## src/rtl/seq_gen_pkg.sv

```systemverilog
// Shared types and default widths for the serial pattern generator.
package seq_gen_pkg;

  localparam int unsigned DefPatW = 8;
  localparam int unsigned DefLenW = 4;
  localparam int unsigned DefCntW = 4;
  localparam int unsigned DefGapW = 4;

  typedef enum logic [1:0] {
    StIdle,
    StShift,
    StGap,
    StDone
  } state_e;

endpackage

```

## src/rtl/seq_load_cnt.sv

```systemverilog
// Loadable down-counter with enable and zero flag; load has priority over enable.
module seq_load_cnt
  import seq_gen_pkg::*;
#(
  parameter int unsigned W = 4
) (
  input  logic         clk_i,
  input  logic         rst_ni,
  input  logic         load_i,
  input  logic         en_i,
  input  logic [W-1:0] load_val_i,
  output logic [W-1:0] cnt_o,
  output logic [W-1:0] nxt_o,
  output logic         zero_o
);

  logic [W-1:0] cnt_q, cnt_d;

  // Next count: load, decrement, or hold.
  always_comb begin
    cnt_d = cnt_q;
    if (load_i) begin
      cnt_d = load_val_i;
    end else if (en_i) begin
      cnt_d = cnt_q - W'(1);
    end
  end

  // Count register.
  always_ff @(posedge clk_i or negedge rst_ni) begin
    if (!rst_ni) begin
      cnt_q <= '0;
    end else begin
      cnt_q <= cnt_d;
    end
  end

  assign cnt_o  = cnt_q;
  assign nxt_o  = cnt_d;
  assign zero_o = (cnt_q == '0);

endmodule

```

## src/rtl/seq_pattern_tx.sv

```systemverilog
// Serial pattern generator: shifts a latched pattern out MSB-first, with repeats and idle gaps.
module seq_pattern_tx
  import seq_gen_pkg::*;
#(
  parameter int unsigned PAT_W = DefPatW,
  parameter int unsigned LEN_W = DefLenW,
  parameter int unsigned CNT_W = DefCntW,
  parameter int unsigned GAP_W = DefGapW
) (
  input  logic             clk,
  input  logic             reset,
  input  logic             start,
  input  logic             abort,
  input  logic             hold,
  input  logic [PAT_W-1:0] pattern,
  input  logic [LEN_W-1:0] pat_len,
  input  logic [CNT_W-1:0] repeat_n,
  input  logic [GAP_W-1:0] gap,
  output logic             bit_out,
  output logic             bit_valid,
  output logic             busy,
  output logic             done
);

  localparam int unsigned IdxW = (PAT_W > 1) ? $clog2(PAT_W) : 1;

  state_e state_q, state_d;

  logic [PAT_W-1:0] pat_q, pat_d;
  logic [LEN_W-1:0] len_q, len_d;
  logic [GAP_W-1:0] gap_q, gap_d;

  logic bit_out_q, bit_out_d;
  logic bit_valid_q, bit_valid_d;
  logic busy_q, busy_d;
  logic done_q, done_d;

  logic [LEN_W-1:0] eff_len;
  logic [CNT_W-1:0] eff_rep_m1;

  logic            idx_ld, idx_en, idx_zero;
  logic [IdxW-1:0] idx_val, idx_cnt, idx_nxt;
  logic            rep_ld, rep_en, rep_zero;
  logic [CNT_W-1:0] rep_cnt, rep_nxt;
  logic             gap_ld, gap_en, gap_zero;
  logic [GAP_W-1:0] gap_val, gap_cnt, gap_nxt;

  // Clamp request length to the pattern width; a repeat count of 0 means one pass.
  always_comb begin
    eff_len    = (pat_len > LEN_W'(PAT_W)) ? LEN_W'(PAT_W) : pat_len;
    eff_rep_m1 = (repeat_n == '0) ? '0 : repeat_n - CNT_W'(1);
    // Index reload comes from the live request in IDLE, else from the latched length.
    idx_val    = IdxW'(((state_q == StIdle) ? eff_len : len_q) - LEN_W'(1));
    // Gap counter runs gap-1 .. 0 so the zero flag marks the last idle cycle.
    gap_val    = gap_q - GAP_W'(1);
  end

  seq_load_cnt #(
    .W(IdxW)
  ) u_idx_cnt (
    .clk_i     (clk),
    .rst_ni    (reset),
    .load_i    (idx_ld),
    .en_i      (idx_en),
    .load_val_i(idx_val),
    .cnt_o     (idx_cnt),
    .nxt_o     (idx_nxt),
    .zero_o    (idx_zero)
  );

  // Holds the number of repetitions still to send after the current one.
  seq_load_cnt #(
    .W(CNT_W)
  ) u_rep_cnt (
    .clk_i     (clk),
    .rst_ni    (reset),
    .load_i    (rep_ld),
    .en_i      (rep_en),
    .load_val_i(eff_rep_m1),
    .cnt_o     (rep_cnt),
    .nxt_o     (rep_nxt),
    .zero_o    (rep_zero)
  );

  seq_load_cnt #(
    .W(GAP_W)
  ) u_gap_cnt (
    .clk_i     (clk),
    .rst_ni    (reset),
    .load_i    (gap_ld),
    .en_i      (gap_en),
    .load_val_i(gap_val),
    .cnt_o     (gap_cnt),
    .nxt_o     (gap_nxt),
    .zero_o    (gap_zero)
  );

  logic unused_cnt;
  assign unused_cnt = ^{idx_cnt, rep_cnt, rep_nxt, gap_cnt, gap_nxt};

  // Next-state, counter control and registered-output next values.
  always_comb begin
    state_d = state_q;
    pat_d   = pat_q;
    len_d   = len_q;
    gap_d   = gap_q;
    idx_ld  = 1'b0;
    idx_en  = 1'b0;
    rep_ld  = 1'b0;
    rep_en  = 1'b0;
    gap_ld  = 1'b0;
    gap_en  = 1'b0;

    unique case (state_q)
      StIdle: begin
        if (start && !abort) begin
          pat_d  = pattern;
          len_d  = eff_len;
          gap_d  = gap;
          rep_ld = 1'b1;
          if (eff_len == '0) begin
            state_d = StDone;
          end else begin
            idx_ld  = 1'b1;
            state_d = StShift;
          end
        end
      end
      StShift: begin
        if (abort) begin
          state_d = StIdle;
        end else if (!hold) begin
          if (!idx_zero) begin
            idx_en = 1'b1;
          end else if (rep_zero) begin
            state_d = StDone;
          end else begin
            rep_en = 1'b1;
            if (gap_q != '0) begin
              gap_ld  = 1'b1;
              state_d = StGap;
            end else begin
              idx_ld = 1'b1;
            end
          end
        end
      end
      StGap: begin
        if (abort) begin
          state_d = StIdle;
        end else if (!hold) begin
          if (gap_zero) begin
            idx_ld  = 1'b1;
            state_d = StShift;
          end else begin
            gap_en = 1'b1;
          end
        end
      end
      StDone: begin
        state_d = StIdle;
      end
      default: begin
        state_d = StIdle;
      end
    endcase

    // Outputs are computed from the next state so they can be registered.
    bit_valid_d = (state_d == StShift);
    bit_out_d   = (state_d == StShift) ? pat_d[idx_nxt] : 1'b0;
    busy_d      = (state_d != StIdle);
    done_d      = (state_d == StDone);
  end

  // State, latched request and output registers.
  always_ff @(posedge clk or negedge reset) begin
    if (!reset) begin
      state_q     <= StIdle;
      pat_q       <= '0;
      len_q       <= '0;
      gap_q       <= '0;
      bit_out_q   <= 1'b0;
      bit_valid_q <= 1'b0;
      busy_q      <= 1'b0;
      done_q      <= 1'b0;
    end else begin
      state_q     <= state_d;
      pat_q       <= pat_d;
      len_q       <= len_d;
      gap_q       <= gap_d;
      bit_out_q   <= bit_out_d;
      bit_valid_q <= bit_valid_d;
      busy_q      <= busy_d;
      done_q      <= done_d;
    end
  end

  assign bit_out   = bit_out_q;
  assign bit_valid = bit_valid_q;
  assign busy      = busy_q;
  assign done      = done_q;

endmodule

```

## config.mk

```make
export PLATFORM = sky130hd
export DESIGN_NAME = seq_pattern_tx
export DESIGN_NICKNAME = d
export VERILOG_FILES = /design/src/rtl/seq_gen_pkg.sv /design/src/rtl/seq_load_cnt.sv /design/src/rtl/seq_pattern_tx.sv
export SDC_FILE = /design/constraint.sdc
export NUM_CORES = 1
export LEC_CHECK = 0
export CORE_UTILIZATION = 48
export CTS_CLUSTER_DIAMETER = 50
export DETAILED_ROUTE_END_ITERATION = 6
export PLACE_DENSITY = 0.72
export SETUP_SLACK_MARGIN = 0.1
export SLEW_MARGIN = 5
export SYNTH_ARGS = -nofsm -noshare
export SYNTH_HDL_FRONTEND = slang
export SYNTH_SLANG_ARGS = --single-unit
```

## constraint.sdc

```tcl
create_clock -name clk -period 2.5 [get_ports clk]
set_input_delay 0.75 -clock clk [delete_from_list [all_inputs] [get_ports clk]]
set_output_delay 0.75 -clock clk [all_outputs]
set_load 0.02 [all_outputs]
```

==> impl_metrics.ini <==
[cells_and_area]
area_delta_synth_final_pct = 43.6
finalNetCount = 296
postLayoutCellArea_um2 = 2680
drive_gt1_share_pct = 27.7
postLayoutCoreUtil_pct = 72.5
antenna_cells = 0
layout_commonest_cell = nand2_1
stdcell_count = 315
most-common-layout-cells = nand2_1, buf_4, dfrtp_1

[drt]
via_per_inst = 5.57
final_antenna_net_count = 0
route.final.wire_length_um = 5000
drt_iter0_drc = 113
post_drt_wl_per_cell_um = 15.9
vias = 1755
drc_errors = 0
drt_first_pass_iters = 4

[floorplan]
io_pins = 29
initial_core_util_pct = 50.5
core_um2 = 3690
die_x_um = 64.3
die_height_um = 64.3
rows = 22
dieArea_um2 = 4130

[min_path]
hold_class = reg2reg

[clock_network]
htreeDepth = 2
cts_hold_buffers = 0
cts_max_path_buffers = 2
cts_tree = done
clock_sinks = 32
clk_pin_slew_ps = 70
clkLatencyLatePin_ps = 290
cts_buffers = 5
cts_root_buffer = clkbuf_8

[sta]
hold_ws_ps = 485
rsz0062_at_grt = true
clock_skew_ps = 5.17
fin_crit_sh_pct = 102
slew_viol_final = 0
setup_tns_ps = -59.2
maxSlewHeadroom_pct = 73.0
setup_viol = 1
period_needed_ps = 2560
final_hold_viol_count = 0
tightestPinTransition_ps = 399
layout_setup_ws_ps = -59.2
max_freq_mhz = 391

[logic_synthesis]
netlist_instances = 200
synth_nets = 230
ys.flop_type = dfrtp_1
ys_ff_latch = 32
syn-cell-area_um2 = 1860
synth_area_leader_cell = dfrtp_1
synth_edf_count = 0
seq_area_frac_synth_pct = 43.0
synth.top_cell.area_share_pct = 43.0
yosysWarnings = 0
ys_types = 50
ys_top_cells_by_area = dfrtp_1, nand2_1, ha_1, mux2i_1, a21oi_1
ys_async_sr_fraction_pct = 100
syn_area_per_cell_um2 = 9.32

[place]
dp.cells = 300
pre_cts_ws_ps = -725
placed_area_um2 = 2430
routabilityCongestion = 0.802
dp_hpwl_um = 3430
io_buffers = 28

[global_route]
antenna_found_initial = 0
grt_pass1_wl_um = 8180
grt_usage_pct = 26.4
grt_max_degree = 33
overflow = 0
first_global_vias = 1756

[pwr]
vdd_drop_max_mv = 0.404
p_comb_share_pct = 43.2
p_seq_share_pct = 36.9
leakage_nw = 1.23
power_mw = 2.06
p_clk_share_pct = 19.9
switchingPower_mw = 0.732
intPower_mw = 1.33
switching_share_pct = 35.5
power_density_nw_per_um2 = 771

[worst_setup_path]
cp.required_ps = 2670
path_class = in2reg
endpoint_kind = register
cp_max_fo = 5
start_kind = primary input
worstPathArrival_ps = 2730

[flow_run]
drv_cap = 0

[run_status]
status = finished with violations
violations = setup timing
[critical path, cell delays in order]
cell,delay [ps]
buf_8,100
or3b_4,380
buf_6,130
nor4_4,300
buf_4,170
nor4b_4,40
or3_1,340
nor4b_4,150
o41a_1,370
[synthesized netlist by cell type, types with 2 or more instances]
library cell / n
or3b_1: 2
o21ai_0: 6
nor2_1: 7
or4b_1: 2
o2111a_1: 2
o21bai_1: 2
inv_1: 9
nand2b_1: 2
xnor2_1: 4
ha_1: 5
clkbuf_1: 7
a21oi_1: 7
dfrtp_1: 32
o211ai_1: 2
nor3b_1: 4
nor2b_1: 4
o21a_1: 2
nand2_1: 50
or3_1: 2
nor4b_1: 4
mux2_2: 2
mux2i_1: 6
nor3_1: 4
a21o_1: 2
o31ai_1: 2
o31a_1: 2
nor4_1: 4
[flip-flops by register name, summed over array words and instances, names as in the netlist, 2 cells and up]
name             count
u_idx_cnt.cnt_o      3
u_gap_cnt.cnt_o      4
pat_q                8
state_q              2
gap_q                4
len_q                3
u_rep_cnt.cnt_o      4
[cells by family (layout without fill, tap and decap cells)]
group | count (synthesis) | count (layout) | share of synthesized area, %
compound gates | 38 | 38 | 15.4
xor+xnor | 5 | 5 | 2.35
fa+ha+maj | 5 | 5 | 3.36
buf+inv | 18 | 85 | 3.90
flops | 32 | 32 | 43.0
mux | 8 | 8 | 4.43
simple gates | 94 | 94 | 27.6
[final timing paths]
check / startpoint / endpoint / slack (ps) / cells past startpoint
worst min register to register: len_q[0] / len_q[0] / 480 / 2
min in group asynchronous: reset / pat_q[3] / 860 / 2
worst max-delay path: abort / bit_out / -60 / 9
max in group asynchronous: reset / u_gap_cnt.cnt_o[0] / 1330 / 2
worst min-delay path: len_q[0] / len_q[0] / 480 / 2
worst max register to register: state_q[1] / bit_out / -20 / 8
[per-layer routing]
| layer | vias up | wire [um] | part of all wire (%) | global-route usage (%) |
|---|---|---|---|---|
| li1 | 847 | - | - | - |
| met1 | 841 | 2100 | 42 | 33.4 |
| met2 | 56 | 2530 | 51 | 44.1 |
| met3 | 11 | 272 | 5.4 | 4.29 |
| met4 | 0 | 97 | 1.9 | 11.7 |
| met5 | - | 0 | 0 | 0 |
[power by group through the flow]
stage               logic (mW)  clock network, mW  registers [mW]
finish                   0.891              0.411           0.760
global route             0.981              0.446           0.776
CTS                      0.808              0.423           0.756
detailed placement       0.764                  0           0.762
global placement         0.732                  0           0.750
floorplan                0.465                  0           0.740
[final cells by class]
class / count / area (um^2)
multi-input cells: 150 / 1100
fillers: 280 / 1010
flip-flops and latches: 32 / 801
repair buffers: 68 / 592
clock buffers: 8 / 90.1
well taps: 48 / 60.1
inverters: 9 / 33.8
[what timing repair did]
| item | 4_1_cts | 5_1_grt |
|---|---|---|
| gates resized for setup | 27 | 14 |
| setup endpoints to repair | 9 | 2 |
| pin swaps | 8 | 11 |
| buffers inserted | 3 | 4 |
No activity file was read; power rests on OpenSTA's default activity.
